--- src/rtl/jt6295_cmd_tx.sv ---
// ---------------------------------------------------------------------------
// jt6295_cmd_tx
//
// CPU-side command transmitter for the JT6295 ADPCM core. High-level play and
// stop requests are queued through a valid/ready FIFO. Each request is then
// serialised onto the chip's byte-wide write port (wrn/dout), with all
// protocol timing paced by the cen clock enable. After the second byte of a
// play command the block waits for the target channels to report busy. This
// keeps a following start command from reaching a channel before the chip has
// latched the previous one.
//
// Parameters
//   DEPTH    request FIFO depth (power of two, >= 2)
//   WR_LOW   cen ticks with wrn low per byte (>= 1)
//   HOLD     cen ticks dout is held after wrn rises (>= 1)
//   GAP      idle cen ticks between the two bytes of a play command (>= 1)
//   TIMEOUT  cen ticks to wait for busy before flagging to_err (>= 1)
//
// Ports
//   rst        in   synchronous reset, active-high
//   clk        in   system clock
//   cen        in   protocol pacing enable
//   req_valid  in   request present
//   req_ready  out  queue can accept (not full)
//   req_stop   in   1 = stop request, 0 = play request
//   req_phrase in   phrase number (play only)
//   req_ch     in   channel mask
//   req_att    in   attenuation code (play only)
//   busy       in   channel busy flags from the chip
//   clr_err    in   clears to_err
//   wrn        out  write strobe, active-low, data taken on its rising edge
//   dout       out  write data to the chip
//   sent       out  one-clk pulse when a request has fully completed
//   idle       out  FIFO empty and FSM idle
//   to_err     out  sticky busy-wait timeout flag
// ---------------------------------------------------------------------------
module jt6295_cmd_tx #(
  parameter int unsigned DEPTH   = 4,
  parameter int unsigned WR_LOW  = 2,
  parameter int unsigned HOLD    = 1,
  parameter int unsigned GAP     = 2,
  parameter int unsigned TIMEOUT = 1024
) (
  input  logic       rst,
  input  logic       clk,
  input  logic       cen,
  input  logic       req_valid,
  output logic       req_ready,
  input  logic       req_stop,
  input  logic [6:0] req_phrase,
  input  logic [3:0] req_ch,
  input  logic [3:0] req_att,
  input  logic [3:0] busy,
  input  logic       clr_err,
  output logic       wrn,
  output logic [7:0] dout,
  output logic       sent,
  output logic       idle,
  output logic       to_err
);

  localparam int unsigned AW   = (DEPTH > 1) ? $clog2(DEPTH) : 1;
  localparam int unsigned OW   = AW + 1;
  localparam int unsigned MAX1 = (WR_LOW > HOLD) ? WR_LOW : HOLD;
  localparam int unsigned MAX2 = (MAX1 > GAP) ? MAX1 : GAP;
  localparam int unsigned MAXC = (MAX2 > TIMEOUT) ? MAX2 : TIMEOUT;
  localparam int unsigned CW   = $clog2(MAXC + 1);

  typedef struct packed {
    logic       stop;
    logic [6:0] phrase;
    logic [3:0] ch;
    logic [3:0] att;
  } entry_t;

  typedef enum logic [2:0] {
    StIdle,
    StSetup,
    StLow,
    StRise,
    StGap,
    StWaitb,
    StDone
  } state_e;

  // -------------------------------------------------------------------------
  // Request FIFO
  // -------------------------------------------------------------------------
  entry_t        r_mem [DEPTH];
  logic [AW-1:0] r_wr_ptr;
  logic [AW-1:0] r_rd_ptr;
  logic [OW-1:0] r_count;

  logic   w_full;
  logic   w_empty;
  logic   w_push;
  logic   w_pop;
  entry_t w_in;
  entry_t w_head;

  assign w_full    = (r_count == OW'(DEPTH));
  assign w_empty   = (r_count == '0);
  assign req_ready = ~w_full;
  assign w_push    = req_valid & ~w_full;
  assign w_in      = '{stop: req_stop, phrase: req_phrase, ch: req_ch, att: req_att};
  assign w_head    = r_mem[r_rd_ptr];

  always_ff @(posedge clk) begin
    if (rst) begin
      r_wr_ptr <= '0;
      r_rd_ptr <= '0;
      r_count  <= '0;
    end else begin
      if (w_push) begin
        r_mem[r_wr_ptr] <= w_in;
        r_wr_ptr        <= r_wr_ptr + 1'b1;
      end
      if (w_pop) begin
        r_rd_ptr <= r_rd_ptr + 1'b1;
      end
      // Simultaneous push and pop leaves occupancy unchanged.
      case ({w_push, w_pop})
        2'b10:   r_count <= r_count + 1'b1;
        2'b01:   r_count <= r_count - 1'b1;
        default: r_count <= r_count;
      endcase
    end
  end

  // -------------------------------------------------------------------------
  // Write-protocol FSM
  // -------------------------------------------------------------------------
  state_e        r_state;
  state_e        w_state_nxt;
  logic [CW-1:0] r_cnt;
  logic [CW-1:0] w_cnt_nxt;
  entry_t        r_cmd;
  entry_t        w_cmd_nxt;
  logic          r_byte2;
  logic          w_byte2_nxt;
  logic [7:0]    r_dout;
  logic [7:0]    w_dout_nxt;
  logic          r_err;
  logic          w_set_err;
  logic [7:0]    w_byte1;
  logic          w_busy_ok;

  // First byte of whatever request sits at the FIFO head.
  assign w_byte1 = w_head.stop ? {1'b0, w_head.ch, 3'b000} : {1'b1, w_head.phrase};

  // An empty mask is trivially satisfied, so ch == 0 leaves WAITB at once.
  assign w_busy_ok = ((busy & r_cmd.ch) == r_cmd.ch);

  always_comb begin
    w_state_nxt = r_state;
    w_cnt_nxt   = r_cnt;
    w_cmd_nxt   = r_cmd;
    w_byte2_nxt = r_byte2;
    w_dout_nxt  = r_dout;
    w_pop       = 1'b0;
    w_set_err   = 1'b0;

    case (r_state)
      StIdle: begin
        // Not gated by cen: a queued request is picked up on any clk.
        if (!w_empty) begin
          w_pop       = 1'b1;
          w_cmd_nxt   = w_head;
          w_byte2_nxt = 1'b0;
          w_dout_nxt  = w_byte1;
          w_cnt_nxt   = '0;
          w_state_nxt = StSetup;
        end
      end

      StSetup: begin
        if (cen) begin
          w_cnt_nxt   = '0;
          w_state_nxt = StLow;
        end
      end

      StLow: begin
        if (cen) begin
          if (r_cnt == CW'(WR_LOW - 1)) begin
            w_cnt_nxt   = '0;
            w_state_nxt = StRise;
          end else begin
            w_cnt_nxt = r_cnt + 1'b1;
          end
        end
      end

      StRise: begin
        if (cen) begin
          if (r_cnt == CW'(HOLD - 1)) begin
            w_cnt_nxt = '0;
            if (r_cmd.stop) begin
              w_state_nxt = StDone;
            end else if (!r_byte2) begin
              w_state_nxt = StGap;
            end else begin
              w_state_nxt = StWaitb;
            end
          end else begin
            w_cnt_nxt = r_cnt + 1'b1;
          end
        end
      end

      StGap: begin
        if (cen) begin
          if (r_cnt == CW'(GAP - 1)) begin
            w_cnt_nxt   = '0;
            w_byte2_nxt = 1'b1;
            w_dout_nxt  = {r_cmd.ch, r_cmd.att};
            w_state_nxt = StSetup;
          end else begin
            w_cnt_nxt = r_cnt + 1'b1;
          end
        end
      end

      StWaitb: begin
        // busy is sampled every clk; only the timeout counts cen ticks.
        if (w_busy_ok) begin
          w_cnt_nxt   = '0;
          w_state_nxt = StDone;
        end else if (cen) begin
          if (r_cnt == CW'(TIMEOUT - 1)) begin
            w_cnt_nxt   = '0;
            w_set_err   = 1'b1;
            w_state_nxt = StDone;
          end else begin
            w_cnt_nxt = r_cnt + 1'b1;
          end
        end
      end

      StDone: begin
        // Leaves on the next clk regardless of cen so sent is one clk wide.
        w_state_nxt = StIdle;
      end

      default: begin
        w_state_nxt = StIdle;
      end
    endcase
  end

  always_ff @(posedge clk) begin
    if (rst) begin
      r_state <= StIdle;
      r_cnt   <= '0;
      r_cmd   <= '0;
      r_byte2 <= 1'b0;
      r_dout  <= '0;
    end else begin
      r_state <= w_state_nxt;
      r_cnt   <= w_cnt_nxt;
      r_cmd   <= w_cmd_nxt;
      r_byte2 <= w_byte2_nxt;
      r_dout  <= w_dout_nxt;
    end
  end

  // A timeout in the same clk as clr_err keeps the flag set.
  always_ff @(posedge clk) begin
    if (rst) begin
      r_err <= 1'b0;
    end else if (w_set_err) begin
      r_err <= 1'b1;
    end else if (clr_err) begin
      r_err <= 1'b0;
    end
  end

  // -------------------------------------------------------------------------
  // Outputs
  // -------------------------------------------------------------------------
  // rst forces wrn high within the reset cycle itself; the chip shares rst,
  // so that rising edge is not taken as a write.
  assign wrn    = (r_state != StLow) | rst;
  assign dout   = r_dout;
  assign sent   = (r_state == StDone);
  assign idle   = w_empty & (r_state == StIdle);
  assign to_err = r_err;

endmodule

--- config.mk ---
export PLATFORM = sky130hd
export DESIGN_NAME = jt6295_cmd_tx
export DESIGN_NICKNAME = d
export VERILOG_FILES = /design/src/rtl/jt6295_cmd_tx.sv
export SDC_FILE = /design/constraint.sdc
export NUM_CORES = 1
export LEC_CHECK = 0
export BUFFER_PORTS_ARGS = -buffer_cell sky130_fd_sc_hd__clkbuf_2
export CAP_MARGIN = 20
export CORE_MARGIN = 4
export CORE_UTILIZATION = 42
export DETAILED_ROUTE_END_ITERATION = 10
export RECOVER_POWER = 50
export SYNTH_ARGS = -nofsm -noshare
export SYNTH_HDL_FRONTEND = slang
export SYNTH_SLANG_ARGS = --single-unit
--- constraint.sdc ---
create_clock -name clk -period 3.6 [get_ports clk]
set_input_delay 0.72 -clock clk [delete_from_list [all_inputs] [get_ports clk]]
set_output_delay 0.72 -clock clk [all_outputs]
set_load 0.03 [all_outputs]
==> qor.csv <==
stage,metric,value,unit
sta,RSZ-0062 raised after global routing,false,
cts,"CTS clk-pin slew, worst paths",110,ps
setup_path,R2R Setup Slk,730,ps
final_layout,fin area,0.00506,mm2
synthesis,"top cells by area, synth","edfxtp_1, dfxtp_1, mux4_2",
setup_path,reg2reg end,r_count[2],
cts,clock root buffer,clkbuf_8,
synthesis,Post-synth top cells,"edfxtp_1, nand2_1, dfxtp_1, a21oi_1, nor2_1",
synthesis,"Top FF cell, synth",edfxtp_1,
sta,Period minus WS final,2870,ps
synthesis,async set-reset flop share out of synthesis,0,%
floorplanning,# IOs,38,
setup_path,crit-path max cell delay,450,ps
setup_path,crit path DAT,3190,ps
detailed_routing,via count,2840,
cts,Longest Clk Path Bufs,2,
floorplanning,initial core utilization,43.7,%
sta,Fmax achieved,0.348,GHz
floorplanning,Die Area,0.0126,mm2
sta,setup tns final,0,ps
setup_path,most numerous cell on the critical path,inv_1,
synthesis,synth unique cells,56,
setup_path,WP data required,3910,ps
setup_path,CP Capture Type,register,
synthesis,sequential element share of the synthesized area,60.7,%
synthesis,post-synthesis register bit count,106,
setup_path,startpoint types,register,
final_layout,synthesis-to-finish area growth,11.3,%
grt,initial antenna violation count,0,
sta,worst clock skew,8.36,ps
grt,largest net degree at the start of global routing,33,
worst_hold_path,HP Start,dout[1],
run_status,status,finished clean,
floorplanning,Chip Height,112,um
final_layout,sequential cell area,0.00276,mm2
detailed_routing,drt pass-1 iters,4,
cts,Post-CTS Setup Bufs,0,
setup_path,crit path cell chain,"nor3_1, nand2_1, clkbuf_1, inv_1, ha_1, inv_1, fa_1, xor2_1, or3_1, a21oi_1",
worst_hold_path,Worst Hold Class,reg2reg,
setup_path,critical path class,reg2reg,
synthesis,syn avg cell area,12.8,um2
worst_hold_path,Worst Hold Path EP,dout[1],
setup_path,reg2reg path depth,10,
sta,Final setup viols,0,
cts,clk_lat worst skew,370,ps
final_layout,fin nets,430,
grt,first-pass GRT wire length,14.6,mm
synthesis,"count leader, synth",edfxtp_1,
pwr,switching pwr,1.28,mW
detailed_routing,drt wl/cell,16.4,um
pwr,clock share of power,21.6,%
placement,Detail Placement HPWL,6.19,mm
pwr,register share of total power,46.0,%
placement,Area after DPL,0.00490,mm2
cts,H-tree depth,3,
final_layout,"Core Util, Final",48.6,%
grt,grt ovf,0,
synthesis,Synth Instances,356,
sta,Slew Limit Fails,0,
sta,relative slew slack,30.6,%
floorplanning,die width,112,um
final_layout,# fillers,946,
placement,I/O Buffers,37,
setup_path,slowest stage cell on the critical path,dfxtp_1,
pwr,PwrDens,694,mW/mm2
grt,Total GRT Usage,14.8,%
floorplanning,Placement Rows,37,
detailed_routing,# DRC,0,
worst_hold_path,hold-critical path depth,2,
setup_path,CP Buf/Inv Count,3,
final_layout,diodes inserted,0,
synthesis,Synth top area share,42.2,%
placement,routability cong.,0.859,
grt,vias in the first global route,2854,
cts,CTS Buf Count,9,
final_layout,share of layout cells above drive strength 1,14.5,%
cts,CTS resizes,0,
synthesis,Post-synth EDFFs,64,
cts,"Hold-fix buffers, CTS",0,
detailed_routing,Detailed Route Iter0 Violations,203,
sta,Slew @ Worst Pin,1040,ps
synthesis,leading area contributor after synthesis,edfxtp_1,
pwr,Leak,1.67,nW
detailed_routing,Detail Route Antenna Nets,0,
sta,Final Hold Fails,0,
synthesis,Synth Net Count,390,
detailed_routing,Routed WL,8.82,mm
synthesis,synthesized cell area,0.00455,mm2
floorplanning,Core ar.,0.0104,mm2
synthesis,Yosys warning total,0,
sta,final critical-path share of the clock period,79.8,%
setup_path,RR Startpoint,r_state[0],
pwr,Gate power share,32.4,%
pwr,sw frac,36.4,%
setup_path,largest fanout on the critical path,15,
final_layout,multi-input logic area,0.00167,mm2
pwr,Max VDD drop,0.335,mV
pwr,Power Internal,2.23,mW
cts,CTS Sinks,106,
detailed_routing,Via density,5.29,
cts,CTS tree,built,
job,max cap viols,0,
setup_path,"delay-heaviest family, CP",simple AND/OR/NAND/NOR gates,
[registers in the layout, indices dropped and copies added, names as in the netlist, named ones only]
signal and count:
r_rd_ptr 2, to_err 1, dout 8, r_cmd 9
r_byte2 1, r_wr_ptr 2, r_mem 64, r_count 3
r_state 3, r_cnt 11
[per-stage QoR]
stage	hold slack, ps	instances	power, mW	setup WS [ps]
6_report	460	537	3.51	726
3_3_place_gp	445	521	2.80	961
4_1_cts	462	537	3.58	880
5_1_grt	494	537	3.76	412
3_5_place_dp	447	521	2.82	899
2_1_floorplan	436	356	2.50	1020
[kinds of logic (layout without fill, tap and decap cells)]
| group | after synthesis | count (layout) | synth area share, % |
|---|---|---|---|
| buffers and inverters | 30 | 75 | 2.64 |
| adders and majority gates | 9 | 9 | 2.64 |
| AOI/OAI and AO/OA | 58 | 58 | 9.05 |
| xor gates and xnor gates | 13 | 13 | 2.50 |
| muxes | 21 | 21 | 9.02 |
| DFF | 106 | 106 | 60.7 |
| and+or+nand+nor | 119 | 119 | 13.4 |
[tightest hold or removal path, stage by stage, from the launching register on]
cell and delay [ps]:
dfxtp_1 320, nand2_1 50, a21oi_1 50
[power groups by stage]
stage / logic (mW) / clock network, mW / registers (mW)
6_report: 1.14 / 0.759 / 1.62
2_1_floorplan: 0.879 / 0 / 1.63
5_1_grt: 1.28 / 0.843 / 1.64
3_5_place_dp: 1.17 / 0 / 1.65
4_1_cts: 1.17 / 0.789 / 1.62
3_3_place_gp: 1.16 / 0 / 1.64
[layer usage]
layer  wire (um)  share of wire (%)  global-route usage, %
met5           0                  0                      0
met4         106                1.2                   4.33
met3         323                3.7                   3.94
met2        4490                 51                   25.5
met1        3900                 44                   18.4
[cell usage in the layout, fill, tap and decap left out, drive strengths merged, types with 8 or more instances in the layout]
cell and n:
a21oi 27, clkbuf 49, dfxtp 42, edfxtp 64, ha 8, inv 17
mux4 16, nand2 43, nand3 11, nor2 22, xor2 8
[worst max-delay path by stage]
| stage | depth (start not counted) | startpoint | end |
|---|---|---|---|
| floorplan | 11 | r_state[2] | r_count[2] |
| global route | 10 | r_state[0] | r_count[2] |
| detailed placement | 10 | r_state[0] | r_count[2] |
| CTS | 10 | r_state[0] | r_count[2] |
| global placement | 10 | r_state[2] | r_count[2] |
| finish | 10 | r_state[0] | r_count[2] |
[final cells by class]
class                   count  area share (%)
well taps                 136            3.36
repair buffers             45            4.00
multi-input cells         220            32.9
inverters                  14            1.04
clock inverters             7            1.70
clock buffers               9            2.45
flip-flops and latches    106            54.5
(Power assumes the default switching activity.)
